$ cat src/rtl/add_round_key_seq.sv
// AES AddRoundKey engine: a bank of round keys, applied to a 128-bit block
// LANE_W bits per cycle, behind valid/ready handshakes on both sides.
module add_round_key_seq #(
  parameter int LANE_W = 32,
  parameter int NUM_RK = 11,
  localparam int BEATS = 128 / LANE_W,
  localparam int IDX_W = (NUM_RK > 1) ? $clog2(NUM_RK) : 1
) (
  input  logic             clk,
  input  logic             rst_n,
  input  logic             key_we,
  input  logic [IDX_W-1:0] key_idx,
  input  logic [0:127]     key_data,
  input  logic             in_valid,
  output logic             in_ready,
  input  logic [0:127]     in_data,
  input  logic [IDX_W-1:0] in_round,
  output logic             out_valid,
  input  logic             out_ready,
  output logic [0:127]     out_data,
  output logic             out_err,
  output logic             busy
);

  localparam int CNT_W = (BEATS > 1) ? $clog2(BEATS) : 1;
  localparam logic [CNT_W-1:0] LAST_BEAT = CNT_W'(BEATS - 1);
  localparam logic [IDX_W:0]   NRK       = (IDX_W + 1)'(NUM_RK);

  localparam logic [1:0] S_IDLE = 2'd0;
  localparam logic [1:0] S_XOR  = 2'd1;
  localparam logic [1:0] S_HOLD = 2'd2;

  logic [1:0]       state;
  logic [CNT_W-1:0] beat;
  logic [0:127]     work;
  logic [0:127]     snap;
  logic             err;
  logic [0:127]     bank [NUM_RK];

  logic             rd_ok;
  logic             wr_ok;
  logic [0:127]     rd_key;

  always_comb begin
    rd_ok  = {1'b0, in_round} < NRK;
    wr_ok  = {1'b0, key_idx} < NRK;
    rd_key = '0;
    if (rd_ok) rd_key = bank[in_round];
  end

  // The key is copied at acceptance, so later bank writes never reach an
  // in-flight block; a same-edge write is seen only by later blocks.
  always_ff @(posedge clk or negedge rst_n) begin
    if (!rst_n) begin
      state <= S_IDLE;
      beat  <= '0;
      work  <= '0;
      snap  <= '0;
      err   <= 1'b0;
    end else begin
      case (state)
        S_IDLE: begin
          if (in_valid) begin
            work  <= in_data;
            snap  <= rd_key;
            err   <= ~rd_ok;
            beat  <= '0;
            state <= S_XOR;
          end
        end
        S_XOR: begin
          work[int'(beat) * LANE_W +: LANE_W] <=
            work[int'(beat) * LANE_W +: LANE_W] ^ snap[int'(beat) * LANE_W +: LANE_W];
          beat <= beat + CNT_W'(1);
          if (beat == LAST_BEAT) begin
            beat  <= '0;
            state <= S_HOLD;
          end
        end
        S_HOLD: begin
          if (out_ready) state <= S_IDLE;
        end
        default: state <= S_IDLE;
      endcase
    end
  end

  always_ff @(posedge clk or negedge rst_n) begin
    if (!rst_n) begin
      for (int unsigned i = 0; i < NUM_RK; i++) bank[i] <= '0;
    end else if (key_we && wr_ok) begin
      bank[key_idx] <= key_data;
    end
  end

  assign in_ready  = (state == S_IDLE);
  assign out_valid = (state == S_HOLD);
  assign busy      = (state != S_IDLE);
  assign out_data  = work;
  assign out_err   = err;

endmodule

$ cat config.mk
export PLATFORM = sky130hd
export DESIGN_NAME = add_round_key_seq
export DESIGN_NICKNAME = d
export VERILOG_FILES = /design/src/rtl/add_round_key_seq.sv
export SDC_FILE = /design/constraint.sdc
export NUM_CORES = 2
export LEC_CHECK = 0
export CAP_MARGIN = 20
export CORE_ASPECT_RATIO = 1.2
export CORE_MARGIN = 4
export CORE_UTILIZATION = 50
export CTS_CLUSTER_DIAMETER = 100
export DETAILED_ROUTE_END_ITERATION = 7
export PLACE_DENSITY = 0.72
export RECOVER_POWER = 100
export SLEW_MARGIN = 10
export SYNTH_ARGS = -nofsm -noshare
export SYNTH_HDL_FRONTEND = slang
export SYNTH_SLANG_ARGS = --single-unit
$ cat constraint.sdc
create_clock -name clk -period 5 [get_ports clk]
set_input_delay 0.5 -clock clk [delete_from_list [all_inputs] [get_ports clk]]
set_output_delay 0.5 -clock clk [all_outputs]
set_load 0.01 [all_outputs]
Yosys cells after proc, flatten, opt, wreduce, memory -nomap -nowiden
Cells that the tools add are included.
{ "word_totals": {"reg_bits": 1669, "input_bits": 269, "output_inout_bits": 132, "elab_cells": 63} }
{ "classes": {"n_addsub": 2, "order_cmp": 5, "n_eq_ne": 6, "n_shift": 4, "muxes": 17, "bitwise": 5, "n_reduce_logical": 8} }
{ "ops": {"columns": ["operator", "count"], "rows": [
  ["bitwise mux 1408 bit", 1],
  ["2-to-1 mux 128 bit", 5],
  ["binary-select mux 128 bit (select 4 bit)", 1],
  ["demux 128 bit (select 4 bit)", 1],
  ["indexed part select 128 x 32 -> 129 bit", 2],
  ["case mux 128 bit (2 select lines)", 1],
  ["variable shift 129 x 33 -> 128 bit (first input constant)", 1],
  ["indexed part select 129 x 33 -> 128 bit", 1],
  ["bitwise mux 128 bit", 1],
  ["negator 32 -> 33 bit", 1],
  ["NOT 7 -> 32 bit", 1],
  ["bitwise XOR 32 bit", 1],
  [">= comparator 5 bit (second input constant)", 2],
  ["2-to-1 mux 2 bit", 5],
  ["NOT 4 -> 5 bit", 2],
  ["less-than comparator 4 bit (second input constant)", 2],
  ["case mux 2 bit (3 select lines)", 1],
  ["less-than comparator 5 x 1 -> 1 bit (second input constant)", 1],
  ["equality test 2 bit (second input constant)", 2],
  ["!= test 2 bit (second input constant)", 2],
  ["case mux 2 bit (2 select lines)", 1],
  ["AND reduction 2 bit", 2],
  ["nonzero test 2 bit", 2],
  ["AND reduction 3 bit", 1],
  ["6 further kinds", 7]
]} }

Logic depth before layout (Yosys ltp)
{ "logic_depth": {"ltp_word": 6, "ltp_mapped": 9, "ltp_nobuf": 6} }

Least setup slack after synthesis
Ideal clock, no wire load.
{ "synth_path": {"path_kind": "reg2reg", "start": "register beat[0]", "end": "register work, in the netlist out_data[64]", "setup_time_ns": 0.077, "t_arrival_ns": 2.122, "required_time_ns": 4.923, "setup_slack_ns": 2.800, "path_stages_with_launch": 10, "n_path_buf": 4, "synth_period_minus_slack_ns": 2.200, "path_cell_list": "dfrtp_1 > clkbuf_1 > inv_1 > clkbuf_1 > ha_1 > and3b_1 > clkbuf_1 > clkbuf_1 > nand4_1 > a21oi_1"} }
{ "synth_via": {"elab_chain_len": 6, "elab_cells_between_ends": 9, "cone_classes": "add/sub (1); shift (4); mux (2); bitwise (2)"} }
{ "synth_rtl": {"columns": ["element", "line", "text"], "rows": [
  ["start, declared", "34", "logic [CNT_W-1:0] beat;"],
  ["start signal, assigned", "74", "beat <= beat + CNT_W'(1);"],
  ["NOT 7 -> 32 bit (not written as such) (*)", "72, 73", null],
  ["indexed part select 128 x 32 -> 129 bit", "73", "work[int'(beat) * LANE_W +: LANE_W] ^ snap[int'(beat) * LANE_W +: LANE_W];"],
  ["bitwise XOR 32 bit", "73", null],
  ["indexed part select 129 x 33 -> 128 bit", "72", "work[int'(beat) * LANE_W +: LANE_W] <="],
  ["bitwise mux 128 bit (*)", "72", null],
  ["case mux 128 bit (2 select lines) (*)", "61", "case (state)"],
  ["end signal, assigned", "64", "work <= in_data;"],
  ["end signal, assigned by index", "72", null],
  ["end, declared", "35", "logic [0:127] work;"]
]} }
Every way passes the cells marked *; elsewhere a longest branch is shown, timed or not.
A chain may end at the register's enable or synchronous reset.

Worst setup path after layout
{ "layout_path": {"start": "input port key_we", "end": "register bank[1303] (netlist name)"} }
{ "layout_via": {"elab_chain_len": 1} }
{ "layout_rtl": {"columns": ["element", "line", "text"], "rows": [
  ["start, declared", "11", "input logic key_we,"],
  ["logical AND 1 bit", "91", "end else if (key_we && wr_ok) begin"],
  ["end signal, assigned by index", "92", "bank[key_idx] <= key_data;"],
  ["end, declared", "38", "logic [0:127] bank [NUM_RK];"]
]} }
No other way between the ends.

==> summary by stage <==
Floorplan
Measured along the x axis, the die boundary spans 364 um. 401 I/O pins were placed. The total core area is 151,000 um2. The row count is 156. The die area is 158,000 um2.

In this run the vertical extent of the chip is 435 um. Once the floorplan was initialized, standard cells occupied 50.3% of the core.

Timing
The worst path in the final design needs a cycle of 4.23 ns, including I/O delays and setup. The number of hold violations in the final report is 0. The share of the clock period used by the worst path after layout is 84.6%. The final count of negative-setup-slack endpoints is 0. For this run, the top clock speed supported by timing is 0.236 GHz. The number of max-slew violations in the final report is 1,167. The max-slew headroom at the worst pin is -154%. The final setup skew is 0.0291 ns. The tightest hold path in the finished design has a slack of 0.250 ns. For the pin with the worst max-slew slack, the measured transition is 3.81 ns. The final-layout setup total negative slack is 0 ns. Setup repair after global routing left no endpoint under its margin.

Critical path
Along the worst path, the maximum fanout reaches 39. The sort of element at the end of the critical path is a register. At the worst endpoint, the arrival time is 4.90 ns. The type of the worst setup path is primary input to register. The reg2reg setup slack is 1.08 ns. STA classifies the critical path startpoint as a primary input. At the worst endpoint, the required time is 5.67 ns.

Status
The flow ran to the end, but the final reports show violations. The final reports fail on capacitance limit, slew limit.

Place
Once detailed placement completed, the half-perimeter wirelength came to 116 mm. The final weighted congestion in routability-driven placement is 0.803. During placement, the flow inserted port buffers numbering 400.

Route
The mean routed wirelength per cell is 26.2 um. The first-iteration detailed-routing DRC count is 3,832. For this run, design rule violations remaining after detail routing come to 0. The detail route stage leaves a number of antenna-violating nets equal to 0. The pre-antenna-repair detailed-routing pass consisted of 8 iterations. The vias after detailed routing is 48,900. The number of vias per cell after detailed routing is 6.12. Summed over all layers, the routed wires come to 210 mm.

Pwr
Summed over all cells, the static leakage comes to 38.8 nW. Net switching is 30.9% of the power. The total power of the final layout is 42.9 mW.

Cell internal power was estimated by the tool at 29.7 mW. Combinational logic burns 24.1% of the power. The power share of the sequential group is 46.3%. Across the VDD grid, the largest voltage drop is 0.429 mV.

In this run, the clock network consumes 29.7% of the power. The total net switching power is 13.3 mW. The total power density per cell area is 495 nW/um2.

Final layout
The number of filler instances in the final layout is 12,200. The core occupancy in the finished layout is 57.4%. The total area of multi-input combinational cells is 31,600 um2. For this run, the post-layout net count is 6,128. The area of all sequential standard cells is 41,800 um2.

The post-route netlist has 29.7% of its cells at a drive strength greater than 1. The area growth from synthesis to layout is 14.1%.

Global route
Global routing used 26.3% of the available tracks. The final global-route overflow total is 0. Entering global routing, the biggest net connects 171 pins. The first global-routing pass estimated 320 mm of wire.

The initial antenna violation count is 35. The via count of the first global-routing pass came to 51,100.

Clock network
TritonCTS built the clock tree. TritonCTS created 167 clock buffers. In this run the clock root is driven by a clkbuf_16.

The number of hold buffers added after CTS was 1. The number of buffers between clock root and the deepest sink is 3. The deepest level of the CTS H-tree is 4. The post-CTS setup buffer count is 0.

Clock-pin slew was measured on the worst setup and hold paths at 0.06 ns. Clock latency on the worst-skew pair, taken at its later pin, is 0.81 ns. The sink count of the clock tree is 1,669.

Gates resized during post-CTS repair numbered 0.

Synthesis
The mean cell area of the mapped netlist is 13.2 um2. The post-synthesis instance area is 75,900 um2. The synthesized netlist net count is 6,022. The distinct cell type count of the synthesized netlist is 44. Counting every instance in the synthesized netlist gives 5,749. The post-synthesis register bit count is 1,669. The sequential element share of the synthesized area is 55.0%. During synthesis, Yosys emitted a total of 0 warnings.

Worst hold path
In this run the worst hold path is classified as primary input to register.

Job
Across the run, the number of max-cap violations was 25.
==> metrics by stage <==
step	instance area (um2)	worst slack, ns	cells
after floorplan	75900	2.80	5749
after global placement	81300	1.53	7659
after detailed placement	81300	1.50	7659
after CTS	86900	1.74	7965
after global routing	86600	0.778	7975
final	86700	0.771	7986
==> critical path: stages <==
cell and delay, ns:
dlygate4sd3_1 0.61, nor3b_1 0.19, nand2_1 0.52, clkbuf_1 2.52
mux2_2 0.49
==> state kept, by name, indices dropped and copies added (netlist names) <==
register  cells
bank       1408
state         2
out_err       1
beat          2
snap        128
out_data    128
==> power groups by stage <==
stage,Combinational (mW),Clock (mW),Sequential [mW]
2_1_floorplan,7.04,0,19.2
5_1_grt,11.4,13.5,20.3
3_3_place_gp,10.2,0,19.9
4_1_cts,10.6,12.9,19.9
3_5_place_dp,10.5,0,20.1
6_report,10.3,12.7,19.9
==> synth_stat cells (all sizes together) <==
library cell,number,area [um2]
nand2b,3,18.8
nor3b,2,20.0
xor2,96,841
or3b,1,11.3
xnor2,32,280
a221o,127,1270
a311o,1,10.0
and2,2,12.5
nor4,32,200
and3b,1,8.76
nor2,76,304
a21oi,162,811
nor3,33,165
mux2,1408,15900
nand4,64,400
o31ai,2,15.0
o21ai,161,810
buf,287,1560
inv,5,18.8
nand2,196,738
a211oi,1,7.51
dfrtp,1669,41800
ha,4,50.1
a22o,2,17.5
or2,2,12.5
or3,2,12.5
nand3b,5,37.5
nand3,2,10.0
nor2b,6,37.5
a22oi,256,1920
a31oi,32,200
and4,32,280
clkbuf,278,1040
mux2i,640,6410
and3,127,795
==> cell usage in the layout (no fill, tap or decap), drive strengths merged, types with 4 or more instances in the layout <==
cell	count
clkdlybuf4s50	263
nor2b	6
and3	127
diode	20
dlygate4sd3	135
a22oi	256
nand2	196
and4	32
a221o	127
inv	12
nor4	32
mux2i	640
nand4	64
a21oi	162
xor2	96
xnor2	32
dfrtp	1669
buf	76
clkinvlp	6
ha	4
bufinv	8
a31oi	32
nor3	33
nand3b	5
clkinv	37
o21ai	161
mux2	1408
clkbuf	275
nor2	76
==> final timing paths <==
| check | start | end | cells after the start |
|---|---|---|---|
| max | key_we | bank[1303] | 5 |
| min | in_data[101] | out_data[101] | 3 |
| max reg2reg | state[0] | out_data[0] | 5 |
| min reg2reg | bank[1382] | bank[1382] | 1 |
| max in group asynchronous | rst_n | bank[870] | 4 |
| min in group asynchronous | rst_n | bank[1308] | 2 |
==> metal layers <==
layer | part of all wire [%] | wire (um) | track usage (%)
met1 | 44 | 92700 | 37.0
met3 | 6.3 | 13200 | 4.70
met5 | 0.077 | 161 | 0
met2 | 47 | 98000 | 41.9
met4 | 2.6 | 5430 | 8.03
==> final cells by class <==
type | count | share of cell area [%]
antenna | 20 | 0.0577
clock buffer | 247 | 5.68
clock inverter | 58 | 0.751
inverter | 5 | 0.0217
multi-input combinational | 3510 | 36.5
sequential | 1669 | 48.2
tap | 1975 | 2.85
timing repair buffer | 502 | 5.94
==> cell families after synthesis <==
group	synth area share (%)
fa+ha+maj	0.0659
buf+inv	3.45
simple gates	4.03
compound gates	6.67
xor+xnor	1.48
flops	55.0
mux	29.3
Note: power is estimated with default switching activity, not from simulation.
